--- config.mk ---
export PLATFORM = sky130hd
export DESIGN_NAME = spi_slave_core
export DESIGN_NICKNAME = d
export VERILOG_FILES = /design/src/rtl/spi_pkg.sv /design/src/rtl/spi_slave_core_sync_edge.sv /design/src/rtl/spi_slave_core.sv
export SDC_FILE = /design/constraint.sdc
export NUM_CORES = 1
export LEC_CHECK = 0
export CAP_MARGIN = 20
export CORE_ASPECT_RATIO = 1.5
export CORE_UTILIZATION = 40
export CTS_CLUSTER_SIZE = 40
export DETAILED_ROUTE_END_ITERATION = 8
export GPL_TIMING_DRIVEN = 0
export SLEW_MARGIN = 25
export SYNTH_ARGS = -nofsm -noshare
export SYNTH_HDL_FRONTEND = slang
export SYNTH_SLANG_ARGS = --single-unit
--- constraint.sdc ---
create_clock -name pclk -period 1.7 [get_ports pclk]
set_clock_uncertainty 0.2 [all_clocks]
set_input_delay 0.255 -clock pclk [delete_from_list [all_inputs] [get_ports pclk]]
set_output_delay 0.255 -clock pclk [all_outputs]
set_load 0.03 [all_outputs]
--- src/rtl/spi_pkg.sv ---
// Shared SPI definitions used by both the SPI master and the SPI slave.
//   spi_state_e : transfer state of the slave engine (IDLE, ACTIVE)
//   DATA_W_MIN / DATA_W_MAX : legal range for the word-length parameter
package spi_pkg;

  localparam int unsigned DATA_W_MIN = 2;
  localparam int unsigned DATA_W_MAX = 32;

  typedef enum logic {
    IDLE   = 1'b0,
    ACTIVE = 1'b1
  } spi_state_e;

endpackage

--- src/rtl/spi_slave_core_sync_edge.sv ---
// sync_edge: 2-FF synchroniser for an asynchronous pad, with optional
// rise/fall strobes built from one extra register.
//   pclk, presetn : system clock, synchronous active-low reset
//   pad           : asynchronous input
//   level         : synchronised level
//   rise, fall    : one-cycle strobes on synchronised transitions
//                   (tied low when EDGE_DET = 0)
// All flops reset to 0 so that a pad already low at reset (e.g. ss held
// mid-frame) produces no falling-edge strobe afterwards.
module sync_edge #(
  parameter bit EDGE_DET = 1'b1
) (
  input  logic pclk,
  input  logic presetn,
  input  logic pad,
  output logic level,
  output logic rise,
  output logic fall
);

  logic [1:0] sync;

  always_ff @(posedge pclk) begin
    if (!presetn) begin
      sync <= '0;
    end else begin
      sync <= {sync[0], pad};
    end
  end

  assign level = sync[1];

  if (EDGE_DET) begin : g_edge
    logic prev;

    always_ff @(posedge pclk) begin
      if (!presetn) begin
        prev <= 1'b0;
      end else begin
        prev <= sync[1];
      end
    end

    assign rise = sync[1] & ~prev;
    assign fall = ~sync[1] & prev;
  end else begin : g_no_edge
    assign rise = 1'b0;
    assign fall = 1'b0;
  end

endmodule

--- src/rtl/spi_slave_core.sv ---
// spi_slave_core: SPI responder engine, oversampling the SPI pads in pclk.
//   pclk, presetn          : system clock, synchronous active-low reset
//   cpol, cpha, lsb_first  : SPI mode and bit order (static during a frame)
//   sclk_pad_i, ss_pad_i, mosi_pad_i : asynchronous pads from the master
//   miso_pad_o, miso_oe    : serial data out and its output enable
//   tx_data/tx_valid/tx_ready : write port of the TX holding register
//   rx_data/rx_valid       : last received word and its update pulse
//   tx_underrun            : pulse when a word is loaded with no TX data
//   busy                   : frame in progress
module spi_slave_core
  import spi_pkg::*;
#(
  parameter int unsigned DATA_W = 8
) (
  input  logic              pclk,
  input  logic              presetn,
  input  logic              cpol,
  input  logic              cpha,
  input  logic              lsb_first,
  input  logic              sclk_pad_i,
  input  logic              ss_pad_i,
  input  logic              mosi_pad_i,
  output logic              miso_pad_o,
  output logic              miso_oe,
  input  logic [DATA_W-1:0] tx_data,
  input  logic              tx_valid,
  output logic              tx_ready,
  output logic [DATA_W-1:0] rx_data,
  output logic              rx_valid,
  output logic              tx_underrun,
  output logic              busy
);

  localparam int unsigned CNT_W = (DATA_W > 1) ? $clog2(DATA_W) : 1;

  spi_state_e state, state_next;

  logic sclk_level_unused, ss_level_unused;
  logic mosi_rise_unused, mosi_fall_unused;
  logic sclk_rise, sclk_fall;
  logic ss_rise, ss_fall;
  logic mosi_sync;

  logic [CNT_W-1:0]  bit_cnt;
  logic [DATA_W-1:0] rx_shift, rx_next;
  logic [DATA_W-1:0] tx_shift;
  logic [DATA_W-1:0] tx_hold;
  logic              hold_full;

  logic lead_edge, trail_edge;
  logic active_run, abort;
  logic sample_edge, shift_edge;
  logic word_done, load;

  sync_edge #(.EDGE_DET(1'b1)) u_sclk_sync (
    .pclk    (pclk),
    .presetn (presetn),
    .pad     (sclk_pad_i),
    .level   (sclk_level_unused),
    .rise    (sclk_rise),
    .fall    (sclk_fall)
  );

  // ss is active-low: the pad's falling edge starts a frame.
  sync_edge #(.EDGE_DET(1'b1)) u_ss_sync (
    .pclk    (pclk),
    .presetn (presetn),
    .pad     (ss_pad_i),
    .level   (ss_level_unused),
    .rise    (ss_rise),
    .fall    (ss_fall)
  );

  sync_edge #(.EDGE_DET(1'b0)) u_mosi_sync (
    .pclk    (pclk),
    .presetn (presetn),
    .pad     (mosi_pad_i),
    .level   (mosi_sync),
    .rise    (mosi_rise_unused),
    .fall    (mosi_fall_unused)
  );

  // SCLK edge classification; an ss release wins over a same-cycle SCLK edge.
  assign lead_edge   = cpol ? sclk_fall : sclk_rise;
  assign trail_edge  = cpol ? sclk_rise : sclk_fall;
  assign abort       = (state == ACTIVE) & ss_rise;
  assign active_run  = (state == ACTIVE) & ~ss_rise;
  assign sample_edge = active_run & (cpha ? trail_edge : lead_edge);
  assign shift_edge  = active_run & (cpha ? lead_edge : trail_edge);
  assign word_done   = sample_edge & (bit_cnt == CNT_W'(DATA_W - 1));

  // A shift edge with bit_cnt at 0 is either the first shift edge of a word
  // (cpha=1) or the one following a word-completing sample (cpha=0), so a
  // single term covers both modes; cpha=0 also loads on ss assertion.
  assign load = (shift_edge & (bit_cnt == '0)) |
                ((state == IDLE) & ss_fall & ~cpha);

  assign rx_next = lsb_first ? {mosi_sync, rx_shift[DATA_W-1:1]}
                             : {rx_shift[DATA_W-2:0], mosi_sync};

  always_ff @(posedge pclk) begin
    if (!presetn) begin
      state <= IDLE;
    end else begin
      state <= state_next;
    end
  end

  always_comb begin
    state_next = state;
    case (state)
      IDLE:    if (ss_fall) state_next = ACTIVE;
      ACTIVE:  if (ss_rise) state_next = IDLE;
      default: state_next = IDLE;
    endcase
  end

  always_ff @(posedge pclk) begin
    if (!presetn) begin
      bit_cnt     <= '0;
      rx_shift    <= '0;
      rx_data     <= '0;
      rx_valid    <= 1'b0;
      tx_shift    <= '0;
      tx_hold     <= '0;
      hold_full   <= 1'b0;
      tx_underrun <= 1'b0;
    end else begin
      rx_valid    <= 1'b0;
      tx_underrun <= 1'b0;

      if (abort) begin
        bit_cnt  <= '0;
        rx_shift <= '0;
      end else if (sample_edge) begin
        rx_shift <= rx_next;
        if (word_done) begin
          rx_data  <= rx_next;
          rx_valid <= 1'b1;
          bit_cnt  <= '0;
        end else begin
          bit_cnt <= bit_cnt + 1'b1;
        end
      end

      if (load) begin
        if (hold_full) begin
          tx_shift <= tx_hold;
        end else begin
          tx_shift    <= '1;
          tx_underrun <= 1'b1;
        end
      end else if (shift_edge) begin
        tx_shift <= lsb_first ? (tx_shift >> 1) : (tx_shift << 1);
      end

      // A write is only accepted while empty, so a same-cycle load has
      // already underrun and the write simply fills the register.
      if (tx_valid && !hold_full) begin
        tx_hold   <= tx_data;
        hold_full <= 1'b1;
      end else if (load) begin
        hold_full <= 1'b0;
      end
    end
  end

  assign busy       = (state == ACTIVE);
  assign miso_oe    = busy;
  assign tx_ready   = ~hold_full;
  assign miso_pad_o = busy ? (lsb_first ? tx_shift[0] : tx_shift[DATA_W-1]) : 1'b1;

endmodule

==> metrics.txt, run 1 <==
status finished, violations left; failing checks setup timing; max-slew violation count 0; HP Start presetn; FF-to-FF Start u_ss_sync.sync[1]; worst-margin pin slew 499 ps; worst setup path end tx_shift[3]; RSZ-0062 raised after global routing yes; Die W 62.5 microns; Max IR drop VDD about 0.00033 V; Synth area leaders dfxtp_1 (43%), mux2i_1 (12%), nand2_1 (7.9%), mux2_2 (4.6%), nor3_1 (3.9%); die height 92.7 microns; Die ar. 5790 sq um; pin count of the biggest net entering global routing 15; Final Hold Fails 0; flops & latches, synth 47; r2r setup slk -220 ps; drt via density 5.17; Syn Nets 263; Crit Path Max Fanout 8; min setup slack post-route -219 ps; Setup TNS -1970 ps; DR DRC count 0; drt pass-1 iters 6; Internal Power 0.00158 W; mapped cell area around 2200 sq um; Seq pwr share 54.9%; WP data required 1670 ps; cell taking the most area after synthesis dfxtp_1; cells on worst reg2reg path 5; layout cells sized above 1 19.1%; CTS tree built; Iteration-0 DRC Markers a little under 70; gate count after technology mapping roughly 240; post-synth cell types 34; switching pwr between 0.0005 and 0.0006 W; crit path launch type register; grt total ovfl 0; first-pass GRT wire length 8580 microns; Clock Path Buffers 2; H-tree levels 2; Worst Setup SP u_ss_sync.sync[1]; Final Critical Period 1920 ps; drt total wl 5190 microns; Slew headroom around two thirds; Fmax roughly 0.52 GHz; Area growth syn-to-layout 27.2%; reg2reg end tx_shift[3]; Vias 1815; max_cap viols 0; Routability Congestion 0.804; core area approximately 5200 sq um; final core utilization 53.6%; vias in the first global route ~1800; Period Utilization, post-route 113%; Routed Antenna Nets 0; Comb power frac 11.5%; Total GRT Usage 19.2%; Setup CP Type register to register; Clk pwr share 33.6%; # rows 32; Avg Cell Area, Syn 9.03 sq um; num ports 31; Yosys warning total 0; Lkg Pwr 1.17 nW; Worst-path clk slew 90 ps; endpoint class of the critical path register; PortBufs 28; Nets 302; TritonCTS buffer count 5; # clock sinks 47; Seq/Total Area, Yosys a little over two fifths; initial antenna violation count 0; WL per Instance about 15 microns; Final Setup Violations 10; pwr dens 752 nW/um^2; clk_lat worst skew 300 ps; most frequent cells in the layout nand2_1 (46), dfxtp_1 (43), mux2i_1 (26); Clock Tree Root clkbuf_8; starting density of the core between 40% and 50%; Inserted Diodes 0; HPWL Detailed 3570 microns; commonest non-fill, non-tap cell in the layout nand2_1; Hold Path Class input pin to register; switch share 24.9%; WP data arrival 1890 ps; post-synth top area share 42.9%
-- final cells by class --
type	count	area (sq um)
buffer	18	110
multi-input combinational	173	1220
inverter	3	12.5
sequential	47	951
clock inverter	1	8.76
tap	68	85.1
fill	520	2410
clock buffer	7	86.3
timing repair buffer	34	314
-- power by group through the flow --
stage / clock (W) / combinational [W] / sequential (W)
2_1_floorplan: 0 / 0.000134 / 0.00117
3_3_place_gp: 0 / 0.000214 / 0.00118
3_5_place_dp: 0 / 0.000215 / 0.00118
4_1_cts: 0.000737 / 0.000234 / 0.00115
5_1_grt: 0.000777 / 0.000264 / 0.00116
6_report: 0.000706 / 0.000242 / 0.00115
-- routing by layer --
metal	vias up	share of wire (%)	track usage [%]
met2	20	52	36.9
met4	0	2.1	8.72
li1	929	-	-
met1	858	44	19.8
met3	8	1.8	3.33
met5	-	0	0
-- worst min-delay path by stage --
| stage | endpoint | slack [ps] | cells past startpoint |
|---|---|---|---|
| 2_1_floorplan | u_mosi_sync.sync[0] | 180 | 1 |
| 3_3_place_gp | u_mosi_sync.sync[1] | 220 | 1 |
| 3_5_place_dp | u_ss_sync.sync[1] | 220 | 1 |
| 4_1_cts | rx_shift[0] | 190 | 3 |
| 5_1_grt | rx_shift[0] | 200 | 3 |
| 6_report | rx_shift[0] | 200 | 3 |
-- flip-flops by register name, summed over array words and instances, names as in the netlist, 2 cells and up --
register and flops:
bit_cnt 3, rx_data 8, rx_shift 8, tx_hold 8, tx_shift 8, u_mosi_sync.sync 2, u_sclk_sync.sync 2, u_ss_sync.sync 2
-- stage by stage --
step	area [sq um]	cells	power [W]	setup WS, ps	hold WS, ps
after floorplan	2200	243	0.00130	-214	182
after global placement	2560	339	0.00139	-867	215
after detailed placement	2560	339	0.00139	-900	221
after CTS	2740	351	0.00212	-225	186
after global routing	2790	351	0.00220	-253	205
final	2790	351	0.00210	-219	195
-- cell usage after synthesis, drive strengths merged --
| cell | n |
|---|---|
| nor3b | 2 |
| o21ai | 3 |
| nand3b | 1 |
| a31o | 1 |
| mux2 | 9 |
| and2 | 12 |
| or4b | 1 |
| mux2i | 26 |
| nor2b | 3 |
| nand2b | 3 |
| buf | 8 |
| a2111oi | 1 |
| dfxtp | 47 |
| inv | 2 |
| a221o | 1 |
| nand3 | 9 |
| nor2 | 2 |
| nand4b | 2 |
| nand2 | 46 |
| a21boi | 8 |
| clkinv | 1 |
| o2111a | 1 |
| a21oi | 11 |
| nor3 | 17 |
| ha | 3 |
| o311ai | 8 |
| nor4b | 1 |
| xnor2 | 1 |
| clkbuf | 12 |
| o31a | 1 |
-- worst max-delay path, stage by stage, from the launching register on --
cell and delay [ps]:
dfxtp_4 350, or4b_4 520, buf_6 130, a221o_1 310, buf_6 150, mux2i_1 130
-- cells by family after synthesis --
kind of cell | synth area share [%]
XOR/XNOR | 0.399
AO/OA/AOI/OAI | 11.4
adder cells (fa/ha/maj) | 1.71
multiplexers | 16.5
buffers and inverters | 4.96
AND/OR/NAND/NOR | 22.2
flip-flops | 42.9
-- what timing repair did --
item	CTS	global route
buffers inserted	5	0
cloned	1	0
gates resized for setup	40	18
hold buffers	0	0
endpoints found under the setup margin	44	24
pin swaps	3	1
Power figures use the tool's default switching activity.
==> inputs of run 2 (changes only) <==
--- a/config.mk
+++ b/config.mk
@@ -8,6 +8,7 @@
 export CAP_MARGIN = 20
 export CORE_ASPECT_RATIO = 1.5
 export CORE_UTILIZATION = 40
+export CTS_CLUSTER_DIAMETER = 150
 export CTS_CLUSTER_SIZE = 40
 export DETAILED_ROUTE_END_ITERATION = 8
 export GPL_TIMING_DRIVEN = 0
==> constraint.sdc (replaced) <==
create_clock -name pclk -period 1.7 [get_ports pclk]
set_clock_uncertainty 0.2 [all_clocks]
set_input_delay 0.255 -clock pclk [delete_from_list [all_inputs] [get_ports pclk]]
set_output_delay 0.255 -clock pclk [all_outputs]
set_load 0.01 [all_outputs]
==> metrics.txt, run 2 (synthesis gave the netlist of run 1 again) <==
Max IR drop VDD 0.000490 V (+48%); layout cells sized above 1 16.4% (-2.7 points); Nets 301 (-0.33%); Total GRT Usage 18.5% (-0.68 points); PortBufs 28 (unchanged); vias in the first global route 1782 (-0.45%); core area 5200 sq um (unchanged); grt total ovfl 0 (unchanged); max_cap viols 0 (unchanged); drt total wl 5110 microns (-1.6%); drt pass-1 iters 4 (-2); Period Utilization, post-route 112% (-1.3 points); Lkg Pwr 1.10 nW (-5.9%); WP data required 1670 ps (about the same); status finished, violations left; starting density of the core 42.1% (unchanged); crit path launch type register; failing checks setup timing; Inserted Diodes 0 (unchanged); min setup slack post-route -197 ps (+22.0 ps); initial antenna violation count 0 (unchanged); die height 92.7 microns (unchanged); endpoint class of the critical path register; Routed Antenna Nets 0 (unchanged); Worst-path clk slew 80 ps (about the same); Slew headroom 68.1% (+1.3 points); Final Hold Fails 0 (unchanged); Die W 62.5 microns (unchanged); Routability Congestion 0.774 (-3.7%); clk_lat worst skew 290 ps (about the same); Fmax 0.527 GHz (+1.2%); Placed Area 2560 sq um (about the same); RSZ-0062 raised after global routing yes; Cells after DPL 339 (unchanged); num ports 31 (unchanged); Setup TNS -1630 ps (+343 ps); WL per Instance 14.7 microns (-0.71%); final instance area 2750 sq um (-1.6%); Crit Path Max Fanout 8 (unchanged); Final Setup Violations 10 (unchanged); Clock Tree Root clkbuf_8; WP data arrival 1870 ps (-20 ps); Clock Path Buffers 2 (unchanged); first-pass GRT wire length 8400 microns (-2.1%); pwr dens 734 nW/um^2 (-2.4%); final core utilization 52.7% (-0.87 points); worst-margin pin slew 479 ps (-20.0 ps); pin count of the biggest net entering global routing 14 (-1); TritonCTS buffer count 5 (unchanged); # hold bufs at CTS 0 (unchanged); # clock sinks 47 (unchanged); # rows 32 (unchanged); Area growth syn-to-layout 25.2%; drt via density 5.19 (+0.36%); Min Hold Slack 167 ps (-28.5 ps); Die ar. 5790 sq um (unchanged); CTS tree built; r2r setup slk -200 ps (+20 ps); HPWL Detailed 3620 microns (+1.2%); max-slew violation count 0 (unchanged); Vias 1806 (-0.50%); H-tree levels 2 (unchanged); Final Critical Period 1900 ps (-22.0 ps); Iteration-0 DRC Markers 60 (-12%); commonest non-fill, non-tap cell in the layout nand2_1; Setup CP Type register to register; Hold Path Class input pin to register; DR DRC count 0 (unchanged); Non-Filler Instances 348 (-0.85%); most frequent cells in the layout nand2_1 (46), dfxtp_1 (43), mux2i_1 (26)
## run 2: worst paths after layout
kind,startpoint,to,depth (start not counted)
min,presetn,rx_shift[0],3
max,u_ss_sync.sync[1],tx_shift[7],5
min reg2reg,u_mosi_sync.sync[0],u_mosi_sync.sync[1],1
max reg2reg,u_ss_sync.sync[1],tx_shift[7],5
## run 2: per-layer routing
layer	global-route usage (%)	vias up	wire (microns)
li1	-	921	-
met1	21.0	857	2200
met2	34.2	23	2730
met3	3.82	5	123
met4	5.43	0	58
met5	0	-	0
## run 2: worst max-delay path, stage by stage, from the launching register on
cell     delay (ps)
dfxtp_2         330
or4b_4          520
buf_6           130
a221o_1         310
buf_6           160
mux2i_1         120
## run 2: cell type report
cell class | count | area, sq um
plain buffers | 18 | 116
clock buffers | 5 | 68.8
clock inverters | 1 | 7.51
fillers | 526 | 2460
inverters | 3 | 16.3
multi-input cells | 173 | 1190
flip-flops and latches | 47 | 951
well taps | 68 | 85.1
repair buffers | 33 | 314
## run 2: repair_timing
item                       4_1_cts  5_1_grt
pin swaps                        1        1
buffers inserted                 5        0
setup endpoints to repair       34       28
hold endpoints to repair         0        0
gates resized for setup         28       13
## run 2: where the power goes
part / total [W] / internal [W] / switching (W) / leakage (nW)
Sequential: 0.00115 / 0.00113 / 0.0000229 / 0.384
Clock: 0.000635 / 0.000274 / 0.000361 / 0.0361
Combinational: 0.000229 / 0.000112 / 0.000117 / 0.676
## run 2: per-stage QoR
stage	setup WS, ps	power [W]
2_1_floorplan	-180	0.00130
3_5_place_dp	-885	0.00138
3_3_place_gp	-876	0.00138
5_1_grt	-256	0.00211
6_report	-197	0.00202
4_1_cts	-195	0.00204
==> inputs of run 3 (changes only) <==
--- a/config.mk
+++ b/config.mk
@@ -5,13 +5,13 @@
 export SDC_FILE = /design/constraint.sdc
 export NUM_CORES = 1
 export LEC_CHECK = 0
-export CAP_MARGIN = 20
 export CORE_ASPECT_RATIO = 1.5
-export CORE_UTILIZATION = 40
+export CORE_UTILIZATION = 35
 export CTS_CLUSTER_DIAMETER = 150
 export CTS_CLUSTER_SIZE = 40
 export DETAILED_ROUTE_END_ITERATION = 8
 export GPL_TIMING_DRIVEN = 0
+export RECOVER_POWER = 100
 export SLEW_MARGIN = 25
 export SYNTH_ARGS = -nofsm -noshare
 export SYNTH_HDL_FRONTEND = slang
==> metrics.txt, run 3 (synthesis gave the netlist of run 1 again) <==
# hold bufs at CTS 0 (unchanged); Final Critical Period 1890 ps (-4.85 ps); DR DRC count 0 (unchanged); Hold Path End rx_shift[0]; Final Total Pwr 0.00204 W (+1.0%); die height 99.0 microns (+6.8%); PortBufs 28 (unchanged); endpoint class of the critical path register; core area 6090 sq um (+17%); first-pass GRT wire length 8700 microns (+3.5%); layout cells sized above 1 18.4% (+2.0 points); switching pwr 0.000514 W (+2.6%); Clk pwr share 31.5% (about the same); Lkg Pwr 1.12 nW (+2.0%); Min Hold Slack 190 ps (+23.6 ps); Fillers 603 (+15%); HP Start presetn; max_cap viols 0 (unchanged); status finished, violations left; commonest non-fill, non-tap cell in the layout nand2_1; # clock sinks 47 (unchanged); Area growth syn-to-layout 29.0%; Final Hold Fails 0 (unchanged); Iteration-0 DRC Markers 97 (+62%); RSZ-0062 raised after global routing yes; failing checks setup timing; number of cells on the worst hold path 3 (unchanged); Clock Tree Root clkbuf_8; Clock Path Buffers 2 (unchanged); met2 Use GR 30.6% (-3.6 points); r2r setup slk -190 ps (about the same); num ports 31 (unchanged); final core utilization 46.5% (-6.2 points); Slew headroom 64.3% (-3.8 points); starting density of the core 36.0% (-6.1 points); Routed Antenna Nets 0 (unchanged); pin count of the biggest net entering global routing 14 (unchanged); WP data required 1670 ps (about the same); H-tree levels 2 (unchanged); FF-to-FF Start u_ss_sync.sync[1]; Vias 1823 (+0.94%); HPWL Detailed 3540 microns (-2.1%); cells on worst reg2reg path 5 (unchanged); Fmax 0.529 GHz (+0.26%); crit path launch type register; vias in the first global route 1834 (+2.9%); met1 Usage GRT 19.6% (-1.3 points); # rows 35 (+9.4%); Cells after DPL 345 (+1.8%); Hold Path Class input pin to register; Setup CP Type register to register; multi-input logic area 1230 sq um (+3.4%); Final Setup Violations 11 (+1); most frequent cells in the layout nand2_1 (46), dfxtp_1 (41), mux2i_1 (25); drt total wl 5160 microns (+1.0%); Internal Power 0.00152 W (+0.53%); pwr dens 720 nW/um^2 (-2.0%); Worst-path clk slew 90 ps (about the same); Max IR drop VDD 0.000557 V (+14%); TritonCTS buffer count 5 (unchanged); grt total ovfl 0 (unchanged); worst-margin pin slew 535 ps (+56.3 ps); Die ar. 6590 sq um (+14%); Comb power frac 11.8% (+0.4 points); WL per Instance 14.5 microns (-1.3%); Seq pwr share 56.7% (-0.4 points); min setup slack post-route -192 ps (+4.85 ps); max-slew violation count 0 (unchanged); Inserted Diodes 0 (unchanged); WP data arrival 1870 ps (about the same); M3 GR Usage 2.89% (-0.92 points); Setup TNS -1940 ps (-306 ps); Nets 303 (+0.66%); clk_lat worst skew 290 ps (about the same); reg2reg end tx_shift[1]; CTS tree built; drt via density 5.12 (-1.3%); Period Utilization, post-route 111% (-0.29 points); switch share 25.2% (+0.37 points); initial antenna violation count 0 (unchanged); sequential standard cell area 951 sq um (unchanged); Total GRT Usage 17.1% (-1.4 points); busiest grt layer met2; Crit Path Max Fanout 8 (unchanged); Routability Congestion 0.833 (+7.6%); drt pass-1 iters 4 (unchanged); Die W 66.6 microns (+6.7%); Non-Filler Instances 356 (+2.3%)
-- run 3: changes by cell type in the layout (fill, tap and decap cells not counted), moves of 2 or more --
cell / before / now
dfxtp_2: 2 / 5
nor2b_4: 0 / 2
dfxtp_1: 43 / 41
nor2b_2: 2 / 0
buf_4: 7 / 5
and2_1: 11 / 6
and2_0: 0 / 5
-- run 3: how the worst max path moves through the flow --
stage	start	endpoint	slack (ps)	cells past startpoint
floorplan	busy	tx_shift[0]	-180	5
global placement	cpha	tx_shift[0]	-860	6
detailed placement	cpha	tx_shift[2]	-890	6
CTS	u_ss_sync.sync[1]	tx_shift[1]	-190	5
global route	u_ss_sync.sync[1]	tx_shift[7]	-250	5
finish	u_ss_sync.sync[1]	tx_shift[1]	-190	5
-- run 3: timing repair --
action,4_1_cts,5_1_grt
resized for setup,34,19
pin swaps,1,1
buffers inserted,5,1
cloned,0,1
endpoints found under the setup margin,34,32
-- run 3: area by class of cell --
cell class                      instances  share of cell area (%)
Clock buffer                            5                    2.43
Buffer                                 18                    4.20
Timing Repair Buffer                   35                    12.3
Tap cell                               74                    3.27
Sequential cell                        47                    33.6
Multi-Input combinational cell        173                    43.3
Inverter                                3                   0.575
Clock inverter                          1                   0.265
-- run 3: critical path, cell delays in order, from the launching register on --
cell     delay (ps)
dfxtp_2         330
or4b_4          530
buf_6           130
a221o_1         310
buf_6           160
mux2i_1         120
-- run 3: metal layers --
metal  vias up  share of wire, %
li1        930                 -
met1       865                43
met2        22                53
met3         6               2.4
met4         0               1.5
met5         -                 0
-- run 3: stage by stage --
step / instance area, sq um / setup WS (ps)
after floorplan: 2190 / -180
after global placement: 2570 / -858
after detailed placement: 2570 / -895
after CTS: 2760 / -187
after global routing: 2830 / -248
final: 2830 / -192
-- run 3: power by group through the flow --
stage                     Sequential [W]  Combinational [W]  Clock [W]
after floorplan                  0.00117           0.000127          0
after global placement           0.00118           0.000207          0
after detailed placement         0.00118           0.000209          0
after CTS                        0.00115           0.000235   0.000662
after global routing             0.00116           0.000262   0.000714
final                            0.00116           0.000240   0.000642
